## src/rtl/layer_serializer_pkg.sv

```systemverilog
// layer_serializer_pkg
// Shared definitions for the layer-to-layer vector serializer:
//   dataWidth         default bits per neuron output element
//   numNeuronLayer1   neurons in Layer_1 (elements per serialized vector)
//   numNeuronLayer2   neurons in Layer_2
//   idx_width()       element-index width helper (ceil log2, never below 1)
//   stream_state_t    serializer FSM states
package layer_serializer_pkg;

    localparam int dataWidth       = 16;
    localparam int numNeuronLayer1 = 50;
    localparam int numNeuronLayer2 = 10;

    // Smallest width that can index n elements, with a floor of 1 bit so a
    // single-element vector still has a legal index port.
    function automatic int idx_width(input int n);
        int w;
        w = 1;
        while ((1 << w) < n) begin
            w = w + 1;
        end
        return w;
    endfunction

    typedef enum logic {
        ST_IDLE   = 1'b0,
        ST_STREAM = 1'b1
    } stream_state_t;

endpackage

```

## src/rtl/layer_vec_slot2.sv

```systemverilog
// layer_vec_slot2
// Two-entry FIFO of whole vectors feeding the serializer.
// Ports:
//   s_axi_aclk, reset   clock, synchronous active-high reset
//   wr_valid, wr_data   one-cycle vector strobe and its payload
//   wr_ready            a slot is free (decided from occupancy at cycle start)
//   rd_release          current read slot has been fully streamed
//   clr_overflow        clears the sticky overflow flag
//   occ                 number of occupied slots (0..2)
//   rd_vec              contents of the slot being streamed
//   nxt_vec             contents of the other slot (next vector in line)
//   overflow            sticky: a vector was dropped because both slots were full
module layer_vec_slot2
    import layer_serializer_pkg::*;
#(
    parameter int VEC_WIDTH = dataWidth * numNeuronLayer1
) (
    input  logic                 s_axi_aclk,
    input  logic                 reset,
    input  logic                 wr_valid,
    input  logic [VEC_WIDTH-1:0] wr_data,
    output logic                 wr_ready,
    input  logic                 rd_release,
    input  logic                 clr_overflow,
    output logic [1:0]           occ,
    output logic [VEC_WIDTH-1:0] rd_vec,
    output logic [VEC_WIDTH-1:0] nxt_vec,
    output logic                 overflow
);

    logic [VEC_WIDTH-1:0] slot_mem [2];
    logic                 wr_ptr;
    logic                 rd_ptr;
    logic                 wr_accept;

    // Readiness looks only at occupancy at the start of the cycle, so a slot
    // freed by a last beat in the same cycle is not reused until the next one.
    assign wr_ready  = !reset && (occ < 2'd2);
    assign wr_accept = wr_valid && wr_ready;

    assign rd_vec  = slot_mem[rd_ptr];
    assign nxt_vec = slot_mem[~rd_ptr];

    // Payload storage carries no reset; occupancy alone says what is valid.
    always_ff @(posedge s_axi_aclk) begin
        if (wr_accept) begin
            slot_mem[wr_ptr] <= wr_data;
        end
    end

    always_ff @(posedge s_axi_aclk) begin
        if (reset) begin
            wr_ptr   <= 1'b0;
            rd_ptr   <= 1'b0;
            occ      <= 2'd0;
            overflow <= 1'b0;
        end else begin
            if (wr_accept) begin
                wr_ptr <= ~wr_ptr;
            end
            if (rd_release) begin
                rd_ptr <= ~rd_ptr;
            end
            // Simultaneous accept and release leave occupancy unchanged.
            unique case ({wr_accept, rd_release})
                2'b10:   occ <= occ + 2'd1;
                2'b01:   occ <= occ - 2'd1;
                default: occ <= occ;
            endcase
            // A fresh overrun takes priority over a clear in the same cycle.
            if (wr_valid && !wr_ready) begin
                overflow <= 1'b1;
            end else if (clr_overflow) begin
                overflow <= 1'b0;
            end
        end
    end

endmodule

```

## src/rtl/layer_serializer.sv

```systemverilog
// layer_serializer
// Captures a full layer output vector on a one-cycle strobe and replays it
// element by element with valid/ready handshaking. Two vectors can be held,
// so the next one can arrive while the current one is still streaming.
// Ports:
//   s_axi_aclk, reset   clock, synchronous active-high reset
//   in_valid, in_data   vector strobe; element k at in_data[k*DATA_WIDTH +: DATA_WIDTH]
//   in_ready            a vector slot is free
//   out_data/out_valid  current element and its valid flag
//   out_ready           downstream accepts the beat
//   out_last            current beat is element NUM_NEURONS-1
//   out_index           index of the current element
//   overflow            sticky drop flag, cleared by clr_overflow
//   busy                a slot is occupied or a beat is pending
module layer_serializer
    import layer_serializer_pkg::*;
#(
    parameter int DATA_WIDTH  = dataWidth,
    parameter int NUM_NEURONS = numNeuronLayer1,
    parameter int IDX_WIDTH   = idx_width(numNeuronLayer1)
) (
    input  logic                              s_axi_aclk,
    input  logic                              reset,
    input  logic                              in_valid,
    input  logic [NUM_NEURONS*DATA_WIDTH-1:0] in_data,
    output logic                              in_ready,
    output logic [DATA_WIDTH-1:0]             out_data,
    output logic                              out_valid,
    input  logic                              out_ready,
    output logic                              out_last,
    output logic [IDX_WIDTH-1:0]              out_index,
    output logic                              overflow,
    input  logic                              clr_overflow,
    output logic                              busy
);

    localparam int                   VEC_WIDTH     = NUM_NEURONS * DATA_WIDTH;
    localparam logic [IDX_WIDTH-1:0] LAST_INDEX    = IDX_WIDTH'(NUM_NEURONS - 1);
    localparam logic                 FIRST_IS_LAST = (NUM_NEURONS == 1);

    stream_state_t         state;
    logic [1:0]            occ;
    logic [VEC_WIDTH-1:0]  rd_vec;
    logic [VEC_WIDTH-1:0]  nxt_vec;
    logic                  beat_release;
    logic [IDX_WIDTH-1:0]  next_index;
    logic [DATA_WIDTH-1:0] next_elem;
    logic [DATA_WIDTH-1:0] rd_elem0;
    logic [DATA_WIDTH-1:0] nxt_elem0;

    // The read slot is freed exactly when its last element is handed over.
    assign beat_release = out_valid && out_ready && out_last;

    layer_vec_slot2 #(
        .VEC_WIDTH (VEC_WIDTH)
    ) u_slots (
        .s_axi_aclk   (s_axi_aclk),
        .reset        (reset),
        .wr_valid     (in_valid),
        .wr_data      (in_data),
        .wr_ready     (in_ready),
        .rd_release   (beat_release),
        .clr_overflow (clr_overflow),
        .occ          (occ),
        .rd_vec       (rd_vec),
        .nxt_vec      (nxt_vec),
        .overflow     (overflow)
    );

    // Elements are picked by index straight out of the stored slot, so the
    // slot contents never change while it is being streamed.
    always_comb begin
        next_index = out_index + IDX_WIDTH'(1);
        next_elem  = rd_vec[int'(next_index)*DATA_WIDTH +: DATA_WIDTH];
        rd_elem0   = rd_vec[DATA_WIDTH-1:0];
        nxt_elem0  = nxt_vec[DATA_WIDTH-1:0];
    end

    // Stream FSM. All beat outputs are registered; during a stall nothing is
    // written, which keeps out_data/out_index/out_last stable. When the last
    // beat goes out with the other slot already full, its element 0 is loaded
    // directly so consecutive vectors run without a bubble.
    always_ff @(posedge s_axi_aclk) begin
        if (reset) begin
            state     <= ST_IDLE;
            out_valid <= 1'b0;
            out_last  <= 1'b0;
            out_index <= '0;
            out_data  <= '0;
        end else begin
            unique case (state)
                ST_IDLE: begin
                    if (occ != 2'd0) begin
                        state     <= ST_STREAM;
                        out_valid <= 1'b1;
                        out_index <= '0;
                        out_data  <= rd_elem0;
                        out_last  <= FIRST_IS_LAST;
                    end
                end
                ST_STREAM: begin
                    if (out_valid && out_ready) begin
                        if (out_last) begin
                            if (occ == 2'd2) begin
                                out_index <= '0;
                                out_data  <= nxt_elem0;
                                out_last  <= FIRST_IS_LAST;
                            end else begin
                                state     <= ST_IDLE;
                                out_valid <= 1'b0;
                                out_last  <= 1'b0;
                                out_index <= '0;
                            end
                        end else begin
                            out_index <= next_index;
                            out_data  <= next_elem;
                            out_last  <= (next_index == LAST_INDEX);
                        end
                    end
                end
                default: begin
                    state <= ST_IDLE;
                end
            endcase
        end
    end

    assign busy = (occ != 2'd0) || out_valid;

endmodule

```

## config.mk

```make
export PLATFORM = sky130hd
export DESIGN_NAME = layer_serializer
export DESIGN_NICKNAME = d
export VERILOG_FILES = /design/src/rtl/layer_serializer_pkg.sv /design/src/rtl/layer_vec_slot2.sv /design/src/rtl/layer_serializer.sv
export SDC_FILE = /design/constraint.sdc
export NUM_CORES = 2
export LEC_CHECK = 0
export CORE_ASPECT_RATIO = 1.4
export CORE_MARGIN = 10
export CORE_UTILIZATION = 43
export CTS_BUF_LIST = sky130_fd_sc_hd__clkbuf_4
export DETAILED_ROUTE_END_ITERATION = 7
export PLACE_DENSITY_LB_ADDON = 0.15
export SETUP_SLACK_MARGIN = 0.3
export SLEW_MARGIN = 10
export SYNTH_ARGS = -nofsm -noshare
export SYNTH_HDL_FRONTEND = slang
export SYNTH_SLANG_ARGS = --single-unit
```

## constraint.sdc

```tcl
create_clock -name s_axi_aclk -period 40.2 [get_ports s_axi_aclk]
set_input_delay 8.04 -clock s_axi_aclk [delete_from_list [all_inputs] [get_ports s_axi_aclk]]
set_output_delay 8.04 -clock s_axi_aclk [all_outputs]
set_load 0.05 [all_outputs]
```

==> impl_metrics.ini <==
[status]
status = finished, final reports clean

[cts]
clk_pin_slew_ns = 0.06
cts.path.max_buffers = 4
htreeDepth = 5
cts_resized = 0
cts_sinks = 1631
numCtsBuffers = 407
cts_tree = done
holdBufCountCts = 0
post_cts_buffers = 0
clockRootBuffer = clkbuf_4
insertion_delay_ns = 1.38

[cells_and_area]
finish.net_count = 4874
multi_input_area_sq_mm = 0.01374
final_common_cell = edfxtp_1
fillCellCount = 11860
fin_area_sq_mm = 0.07898
ff_latch_area_sq_mm = 0.04868
drive_above_1_share_pct = 24.57
layout_common_cells = edfxtp_1, clkdlybuf4s50_1, clkbuf_4
area_delta_synth_final_pct = 24.40

[timing]
fin_ws_ns = 22.41
fin_skew_ns = 0.09736
maxSlewViolCount = 0
slew_headroom_pct = 25.90
final.setup.tns_ns = 0
setup_viol = 0
fmax_ghz = 0.05622
worst_pin_slew_ns = 1.112
period_share_pct = 44.25
hold_violations = 0
whs_ns = 0.4783
min_period_ns = 17.79
grt_setup_unrepaired = no

[hold_path]
hp-class = flip-flop to flip-flop
hold_path_depth = 2

[place]
placed_area_sq_mm = 0.07381
dp_hpwl_um = 140800
dp_slack_ns = 22.43
place_congestion = 0.7951
io_buffers = 831

[logic_synthesis]
syn_area_per_cell_sq_um = 21.71
yosysUniqueCellTypes = 77
ys_async_sr_fraction_pct = 0
syn_nets = 3732
ys_seq_elements = 1631
synth_edf_count = 1600
post_synth_main_area_contributors = edfxtp_1, mux4_2, mux2i_1
postSynthCellCount = 2924
synthAdderAreaFrac_pct = 0.05912
muxShareOfSynthArea_pct = 16.07
synth_top_area_share_pct = 75.68
synthesis.area_sq_mm = 0.06349
synth_xor_area_share_pct = 0.1774
synth_compound_area_share_pct = 3.019
synth_area_leader_cell = edfxtp_1
yosysWarnings = 0
synth_top_family_by_area = multiplexers
synth-simple-area-share_pct = 1.973
yosysSeqAreaShare_pct = 76.66
synth_ff_type = edfxtp_1

[floorplan]
io_pins = 832
fp.dieW_um = 344.7
dieArea_sq_mm = 0.1636
coreArea_sq_mm = 0.1464
rows = 166
start_util_pct = 43.36
die_h_um = 474.6

[worst_setup_path]
start_kind = input port
worst-path-stages = 4
path_cells = clkdlybuf4s50_1 > buf_4 > nor2_1 > clkdlybuf4s50_1
end_kind = output port
cp.required_ns = 32.16
worst-setup-path-type = input port to output port
arrival_ns = 9.75
path_common_cell = clkdlybuf4s50_1
max_stage_delay_ns = 0.85
crit_family = buffers and inverters
worst-path-buf-inv = 3
crit_path_max_fanout = 24
r2r_cells = 8
cp_slowest_cell = clkdlybuf4s50_1

[drt]
vias = 35070
wl_per_cell_um = 31.69
via_per_inst = 5.543
drt_iter0_drc = 3175
drt-total-wl_um = 200500
route.detailed.drc = 0
ant_nets = 0
first_pass_iters = 6

[global_route]
grt_usage_pct = 24.12
grt_pass1_vias = 37470
grt_overflow = 0
grt_pass1_wl_um = 275900
grt_antenna_before_repair = 104
grt_start_max_net_pins = 156

[power_and_ir_drop]
vdd_drop_max_uv = 26.81
leakage_nw = 25.23
p_per_area_mw_per_mm2 = 44.88
finalPower_w = 0.003545

[job]
maxCapViolCount = 0
[cells in the mapped netlist, types with 7 or more instances]
| cell type | n |
|---|---|
| a21oi_1 | 46 |
| a221oi_1 | 18 |
| a22oi_1 | 39 |
| a311oi_1 | 10 |
| a31oi_1 | 17 |
| and3_1 | 12 |
| buf_2 | 52 |
| buf_4 | 19 |
| buf_6 | 36 |
| buf_8 | 11 |
| clkbuf_1 | 40 |
| dfxtp_1 | 31 |
| edfxtp_1 | 1600 |
| mux2i_1 | 192 |
| mux4_1 | 22 |
| mux4_2 | 340 |
| nand2_1 | 145 |
| nand3_1 | 28 |
| nand4_1 | 11 |
| nor2_1 | 35 |
| nor3_1 | 11 |
| nor4_1 | 7 |
| o211ai_1 | 8 |
| o21ai_0 | 29 |
| o221ai_1 | 11 |
| o22ai_1 | 23 |
[routing by layer]
layer | wire (um) | vias to the layer above | track usage, %
li1 | - | 15030 | -
met1 | 77940 | 17990 | 30.36
met2 | 95890 | 1548 | 38.33
met3 | 21750 | 377 | 9.853
met4 | 4088 | 134 | 6.733
met5 | 844 | - | 0
[final timing paths]
check | start | endpoint | slack [ns]
max | reset | in_ready | 22.41
max reg2reg | u_slots.occ[1]$_SDFFE_PP0P_ | u_slots.slot_mem[0][645]$_DFFE_PP_ | 34.40
min reg2reg | u_slots.overflow$_SDFFE_PP0P_ | u_slots.overflow$_SDFFE_PP0P_ | 0.48
min | u_slots.overflow$_SDFFE_PP0P_ | u_slots.overflow$_SDFFE_PP0P_ | 0.48
[kinds of logic (layout without fill, tap and decap cells)]
kind of cell,Yosys count,in the layout
and+or+nand+nor,277,277
AOI/OAI and AO/OA,266,266
other,0,49
muxes,558,558
buffers and inverters,177,1600
DFF,1631,1631
xor gates and xnor gates,12,12
adders and majority gates,3,3
[cell type report]
cell class,count,share of cell area (%)
Multi-Input combinational cell,1116,17.40
Inverter,5,0.03010
Clock buffer,593,5.637
Antenna cell,49,0.1553
Sequential cell,1631,61.63
Timing Repair Buffer,905,11.33
Tap cell,1932,3.061
Clock inverter,97,0.7557
[power by group]
part	leakage [nW]	internal [W]	switching (W)
combinational	7.30	0.000113	0.000115
sequential	14.9	0.00194	0.0000147
clock	2.99	0.000722	0.000640
[tightest hold or removal path: cells and delay by family, from the launching register on]
kind / cells / cell delay [ns]
compound gates: 1 / 0.06
simple gates: 1 / 0.07
flops: 1 / 0.31
[sequential cells by signal, summed over array words and instances, names as in the netlist, named ones only]
| name | count |
|---|---|
| out_valid | 1 |
| u_slots.occ | 2 |
| u_slots.slot_mem | 1600 |
| out_last | 1 |
| u_slots.wr_ptr | 1 |
| out_data | 16 |
| out_index | 6 |
| u_slots.rd_ptr | 1 |
| u_slots.overflow | 1 |
| state | 1 |
[per-stage QoR]
stage,instances,utilization (%)
3_3_place_gp,5589,50.41
4_1_cts,6279,53.85
2_1_floorplan,2924,-
3_5_place_dp,5589,50.41
5_1_grt,6289,53.87
6_report,6328,53.94
Power figures use the tool's default switching activity.
